[config.mk]
export PLATFORM = sky130hd
export DESIGN_NAME = sram_bus_arbiter
export DESIGN_NICKNAME = d
export VERILOG_FILES = /design/src/rtl/sram_bus_arbiter_pkg.sv /design/src/rtl/sram_bus_arbiter_tag_fifo.sv /design/src/rtl/sram_bus_arbiter.sv
export SDC_FILE = /design/constraint.sdc
export NUM_CORES = 1
export LEC_CHECK = 0
export ABC_AREA = 1
export ABC_CLOCK_PERIOD_IN_PS = 4200
export CORE_AREA = 2 2 124 126
export CTS_BUF_LIST = sky130_fd_sc_hd__clkbuf_4
export CTS_CLUSTER_DIAMETER = 30
export DETAILED_ROUTE_END_ITERATION = 7
export DIE_AREA = 0 0 126 128
export PLACE_DENSITY_LB_ADDON = 0.15
export SYNTH_ARGS = -nofsm -noshare
export SYNTH_HDL_FRONTEND = slang
export SYNTH_SLANG_ARGS = --single-unit
export TNS_END_PERCENT = 1
[constraint.sdc]
create_clock -name clk -period 4.2 [get_ports clk]
set_input_delay 0.42 -clock clk [delete_from_list [all_inputs] [get_ports clk]]
set_output_delay 0.42 -clock clk [all_outputs]
set_load 0.005 [all_outputs]
[src/rtl/sram_bus_arbiter_pkg.sv]
// Shared encodings for the inst/data SRAM bus arbiter.
package sram_bus_arbiter_pkg;

  // Owner tag stored per accepted request. The bit value is the encoding.
  typedef enum logic {
    TAG_INST = 1'b0,
    TAG_DATA = 1'b1
  } owner_e;

  // Request lock: the owner whose request is visible downstream but not yet accepted.
  typedef enum logic [1:0] {
    LK_NONE = 2'd0,
    LK_INST = 2'd1,
    LK_DATA = 2'd2
  } lock_e;

  localparam logic [1:0] SRAM_SIZE_WORD = 2'b10;

endpackage

[src/rtl/sram_bus_arbiter_tag_fifo.sv]
// In-order owner-tag FIFO: one tag per accepted request, popped per response.
module arb_tag_fifo
  import sram_bus_arbiter_pkg::*;
#(
  parameter int DEPTH = 4
) (
  input  logic   clk,
  input  logic   resetn,
  input  logic   push_i,
  input  owner_e din_i,
  input  logic   pop_i,
  output logic   full_o,
  output logic   empty_o,
  output owner_e head_o
);

  localparam int PW = $clog2(DEPTH);
  localparam logic [PW:0] FULL_CNT = DEPTH[PW:0];

  logic [DEPTH-1:0] tag_q;
  logic [PW-1:0]    wr_ptr_q, rd_ptr_q;
  logic [PW:0]      cnt_q;
  logic             do_push, do_pop;

  assign full_o  = (cnt_q == FULL_CNT);
  assign empty_o = (cnt_q == '0);
  assign do_pop  = pop_i && !empty_o;
  // A push into a full FIFO is only legal when a pop frees the head slot.
  assign do_push = push_i && (!full_o || do_pop);
  assign head_o  = owner_e'(tag_q[rd_ptr_q]);

  // Storage, wrapping pointers and occupancy count.
  always_ff @(posedge clk or negedge resetn) begin
    if (!resetn) begin
      tag_q    <= '0;
      wr_ptr_q <= '0;
      rd_ptr_q <= '0;
      cnt_q    <= '0;
    end else begin
      if (do_push) begin
        tag_q[wr_ptr_q] <= din_i;
        wr_ptr_q        <= wr_ptr_q + 1'b1;
      end
      if (do_pop) rd_ptr_q <= rd_ptr_q + 1'b1;
      case ({do_push, do_pop})
        2'b10:   cnt_q <= cnt_q + 1'b1;
        2'b01:   cnt_q <= cnt_q - 1'b1;
        default: cnt_q <= cnt_q;
      endcase
    end
  end

endmodule

[src/rtl/sram_bus_arbiter.sv]
// 2:1 arbiter sharing one sram-like port between the inst and data masters.
// Accepted requests are tagged in order; responses are routed by the head tag.
module sram_bus_arbiter
  import sram_bus_arbiter_pkg::*;
#(
  parameter int OUTST_DEPTH = 4,
  parameter int STARVE_LIM  = 4,
  parameter int AW          = 32,
  parameter int DW          = 32
) (
  input  logic          clk,
  input  logic          resetn,
  // inst master
  input  logic          inst_sram_req,
  input  logic          inst_sram_wr,
  input  logic [1:0]    inst_sram_size,
  input  logic [3:0]    inst_sram_wstrb,
  input  logic [AW-1:0] inst_sram_addr,
  input  logic [DW-1:0] inst_sram_wdata,
  output logic          inst_sram_addr_ok,
  output logic          inst_sram_data_ok,
  output logic [DW-1:0] inst_sram_rdata,
  // data master
  input  logic          data_sram_req,
  input  logic          data_sram_wr,
  input  logic [1:0]    data_sram_size,
  input  logic [3:0]    data_sram_wstrb,
  input  logic [AW-1:0] data_sram_addr,
  input  logic [DW-1:0] data_sram_wdata,
  output logic          data_sram_addr_ok,
  output logic          data_sram_data_ok,
  output logic [DW-1:0] data_sram_rdata,
  // downstream port
  output logic          mem_req,
  output logic          mem_wr,
  output logic [1:0]    mem_size,
  output logic [3:0]    mem_wstrb,
  output logic [AW-1:0] mem_addr,
  output logic [DW-1:0] mem_wdata,
  input  logic          mem_addr_ok,
  input  logic          mem_data_ok,
  input  logic [DW-1:0] mem_rdata,
  output logic          arb_err
);

  localparam int SW = $clog2(STARVE_LIM + 1);
  localparam logic [SW-1:0] STARVE_MAX = STARVE_LIM[SW-1:0];

  lock_e         lock_q, lock_d;
  owner_e        grant, head;
  logic [SW-1:0] starve_q, starve_d;
  logic          arb_err_q, arb_err_d;
  logic          grant_req, accept, pop;
  logic          fifo_full, fifo_empty;

  // Grant select: a lock pins the owner, else starvation override, else data first.
  always_comb begin
    grant = TAG_INST;
    unique case (lock_q)
      LK_INST: grant = TAG_INST;
      LK_DATA: grant = TAG_DATA;
      default: begin
        if (starve_q == STARVE_MAX && inst_sram_req) grant = TAG_INST;
        else if (data_sram_req)                      grant = TAG_DATA;
        else                                         grant = TAG_INST;
      end
    endcase
  end

  assign grant_req = (grant == TAG_DATA) ? data_sram_req : inst_sram_req;
  // No full-bypass: the request path never depends on mem_data_ok.
  assign mem_req   = resetn && grant_req && !fifo_full;
  assign accept    = mem_req && mem_addr_ok;

  assign mem_wr    = (grant == TAG_DATA) ? data_sram_wr    : inst_sram_wr;
  assign mem_size  = (grant == TAG_DATA) ? data_sram_size  : inst_sram_size;
  assign mem_wstrb = (grant == TAG_DATA) ? data_sram_wstrb : inst_sram_wstrb;
  assign mem_addr  = (grant == TAG_DATA) ? data_sram_addr  : inst_sram_addr;
  assign mem_wdata = (grant == TAG_DATA) ? data_sram_wdata : inst_sram_wdata;

  assign inst_sram_addr_ok = accept && (grant == TAG_INST);
  assign data_sram_addr_ok = accept && (grant == TAG_DATA);

  // Responses: head tag steers data_ok, rdata goes to both masters.
  assign pop               = resetn && mem_data_ok && !fifo_empty;
  assign inst_sram_data_ok = pop && (head == TAG_INST);
  assign data_sram_data_ok = pop && (head == TAG_DATA);
  assign inst_sram_rdata   = mem_rdata;
  assign data_sram_rdata   = mem_rdata;
  assign arb_err           = arb_err_q;

  arb_tag_fifo #(.DEPTH(OUTST_DEPTH)) u_tag_fifo (
    .clk     (clk),
    .resetn  (resetn),
    .push_i  (accept),
    .din_i   (grant),
    .pop_i   (pop),
    .full_o  (fifo_full),
    .empty_o (fifo_empty),
    .head_o  (head)
  );

  // Lock next state: hold a stalled downstream request on its owner until accepted.
  always_comb begin
    lock_d = lock_q;
    if (mem_req && !mem_addr_ok) lock_d = (grant == TAG_DATA) ? LK_DATA : LK_INST;
    else if (accept)             lock_d = LK_NONE;
  end

  // Starvation count of data accepts while inst waits; saturating.
  always_comb begin
    starve_d = starve_q;
    if (!inst_sram_req || (accept && grant == TAG_INST))
      starve_d = '0;
    else if (accept && grant == TAG_DATA && starve_q != STARVE_MAX)
      starve_d = starve_q + 1'b1;
  end

  // Sticky error: a response arrived with nothing outstanding.
  always_comb begin
    arb_err_d = arb_err_q | (mem_data_ok && fifo_empty);
  end

  // State registers.
  always_ff @(posedge clk or negedge resetn) begin
    if (!resetn) begin
      lock_q    <= LK_NONE;
      starve_q  <= '0;
      arb_err_q <= 1'b0;
    end else begin
      lock_q    <= lock_d;
      starve_q  <= starve_d;
      arb_err_q <= arb_err_d;
    end
  end

endmodule

==> impl_metrics.tcl <==
set metrics [dict create \
    die_w_um 126 \
    fillerInstances 1637 \
    gp_congestion 0.739 \
    power.share.sequential_pct 12.6 \
    regArea_um2 425 \
    yosysTopAreaCell "nand2_1" \
    place_ws_ns 1.34 \
    syn_area_um2 2380 \
    crit_start "lock_q[1]$_DFFE_PN0P_" \
    async_reset_ff_share_pct 100 \
    p_sw_uw 965 \
    met2_usage_pct 19.1 \
    cpPeakStageDelay_ns 0.51 \
    cts_tree "done" \
    fmax_mhz 345 \
    synth_edf_count 0 \
    setup_viol 0 \
    syn_avg_cell_area_um2 5.85 \
    cts-root-buf "clkbuf_4" \
    antenna_found_initial 0 \
    die-area_um2 16100 \
    pin_count 321 \
    worst_slew_pin_slew_ns 0.478 \
    final_hold_viol_count 0 \
    die_h_um 128 \
    drt-total-wl_um 9310 \
    met1_usage_pct 12.0 \
    clkSinkCount 17 \
    pwr-share-clk_pct 3.9 \
    cp.required_ns 3.78 \
    cp-start-kind "register" \
    postSynthCellCount 406 \
    initialDrtViolationCount 94 \
    grt_pass1_vias 2924 \
    clockBufferDepth 2 \
    nets 749 \
    coreArea_um2 14900 \
    ant_nets 0 \
    post_cts_buffers 0 \
    post_cts_resized 0 \
    wl_per_cell_um 12.5 \
    synth_ff_type "dfrtp_1" \
    ys_warn_count 0 \
    synth_nets 595 \
    slew-limit-headroom_pct 68.2 \
    port-buffer-count 224 \
    grt_use_met3_pct 3.92 \
    post-route-drc-count 0 \
    outcome "finished clean" \
    num_vias 2888 \
    cpMaxStageDelayCell "clkdlybuf4s50_1" \
    drt_pass1_iterations 4 \
    path_clk_slew_ns 0.10 \
    start_util_pct 16.0 \
    r2r-start "lock_q[1]$_DFFE_PN0P_" \
    internal-power_mw 1.27 \
    path_class "register to primary output" \
    crit_family "buffers and inverters" \
    fin_crit_sh_pct 68.9 \
    grt_max_degree 50 \
    cts_buffers 3 \
    cp_max_fo 21 \
    netlist.area_leader.share_pct 37.1 \
    synthDistinctLibCells 28 \
    finalMaxSlewViolations 0 \
    rows 45 \
    hold_path_class "input pin to async pin" \
    min_period_ns 2.90 \
    area_growth_pct 83.6 \
    powerDensity_nw_per_um2 513 \
    grt_usage_pct 10.7 \
    ys_seq_area_share_pct 17.9 \
    worstSetupEndpointType "primary output" \
    yosys-top-cells-area "nand2_1 37%, buf_4 22%, dfrtp_1 18%" \
    critPathBufInv 4 \
    ys_seq_elements 17 \
    drive_gt1_share_pct 3.76 \
    grt.busiest_layer "met2" \
    htreeDepth 1 \
    multi_input_area_um2 1310 \
    fin_tns_setup_ns 0 \
    insertion_delay_ns 0.29 \
    fin_worst_skew_ns 0.00539 \
    p_leak_nw 2.08 \
    combPwrFrac_pct 83.5 \
    holdBufCountCts 0 \
    antenna_cells 0 \
    swShare_pct 43.1 \
    max-vdd-ir-drop_mv 0.260 \
    drv_cap 0 \
    vias_per_cell 3.87 \
    overflow 0 \
    grt_pass1_wl_um 14100 \
    hpwl_um 7690 \
    synth_top_cells_by_count "235 x nand2_1, 69 x buf_4, 18 x inv_1, 17 x dfrtp_1" \
    cp_data_arrival_time_ns 2.48 \
    grt_setup_unrepaired "no" \
    yosysMostFrequentCell "nand2_1" \
    fin_ws_ns 1.30 \
    crit_chain "ha_1, inv_1, nand2_2, inv_1, a21oi_4, buf_4, nand2_1, nand2_1, clkdlybuf4s50_1" \
    r2r_slack_ns 1.73 \
]
## worst paths after layout
check                                                endpoint  cells after the start
max                                              mem_wdata[1]                      9
min                                         arb_err$_DFF_PN0_                      2
max reg2reg                   u_tag_fifo.cnt_q[2]$_DFFE_PN0P_                     13
min reg2reg                u_tag_fifo.rd_ptr_q[1]$_DFFE_PN0P_                      1
max in group asynchronous  u_tag_fifo.wr_ptr_q[1]$_DFFE_PN0P_                      2
min in group clk           u_tag_fifo.rd_ptr_q[1]$_DFFE_PN0P_                      1
## worst reg2reg max path: stages (launching register included)
cell and delay (ns):
dfrtp_1 0.40, ha_1 0.29, inv_1 0.05, nand2_2 0.09, nor2_1 0.08, nor2_4 0.14, nand2_2 0.11, nor2_8 0.16
inv_1 0.09, ha_1 0.22, fa_1 0.38, a21oi_1 0.12, o21ai_0 0.11, xnor2_1 0.14
## logic make-up after synthesis
group           count (synthesis)  share of synthesized area (%)
compound gates                 14                           4.06
flops                          17                           17.9
fa+ha+maj                       9                           5.06
buf+inv                        99                           27.0
xor+xnor                        5                           1.84
mux                             1                          0.474
simple gates                  261                           43.7
## area by class of cell
| cell class | count | area share [%] |
|---|---|---|
| Sequential cell | 17 | 9.75 |
| Inverter | 19 | 1.63 |
| Clock buffer | 3 | 0.516 |
| Tap cell | 188 | 5.39 |
| Clock inverter | 1 | 0.115 |
| Timing Repair Buffer | 229 | 52.5 |
| Multi-Input combinational cell | 290 | 30.1 |
## placed cells by master, fill, tap and decap left out, types with 2 or more instances in the layout
cell	instances
o21ai_0	6
nand3_2	2
clkdlybuf4s50_1	224
xnor2_1	2
xor2_1	3
ha_1	8
nand2_1	234
clkbuf_4	3
inv_1	18
dfrtp_1	17
nand3_1	8
nor2_1	9
a21oi_1	2
buf_4	4
nand2_2	4
## per-layer routing
metal / wire (um) / vias up
met2: 4360 / 159
met3: 1000 / 17
met1: 3770 / 1245
met5: 0 / -
met4: 184 / 0
li1: - / 1467
## registers in the layout, indices dropped and copies added, names as in the netlist
name	cells
u_tag_fifo.wr_ptr_q	2
u_tag_fifo.rd_ptr_q	2
u_tag_fifo.tag_q	4
starve_q	3
arb_err	1
u_tag_fifo.cnt_q	3
lock_q	2
## stage by stage
stage          cells  utilization [%]  total power, mW  hold slack (ns)  instance area, um^2
3_3_place_gp     743             29.2             2.18            0.446                 4340
5_1_grt          747             29.4             2.48            0.460                 4360
6_report         747             29.4             2.24            0.465                 4360
3_5_place_dp     743             29.2             2.18            0.448                 4340
4_1_cts          747             29.4             2.29            0.460                 4360
2_1_floorplan    406                -             1.17            0.124                 2380
## power groups by stage
stage | clock [mW] | combinational (mW) | sequential (mW)
6_report | 0.0879 | 1.87 | 0.282
5_1_grt | 0.0996 | 2.09 | 0.293
4_1_cts | 0.0920 | 1.91 | 0.283
3_5_place_dp | 0 | 1.90 | 0.287
3_3_place_gp | 0 | 1.90 | 0.284
2_1_floorplan | 0 | 0.899 | 0.272
Power figures use the tool's default switching activity.
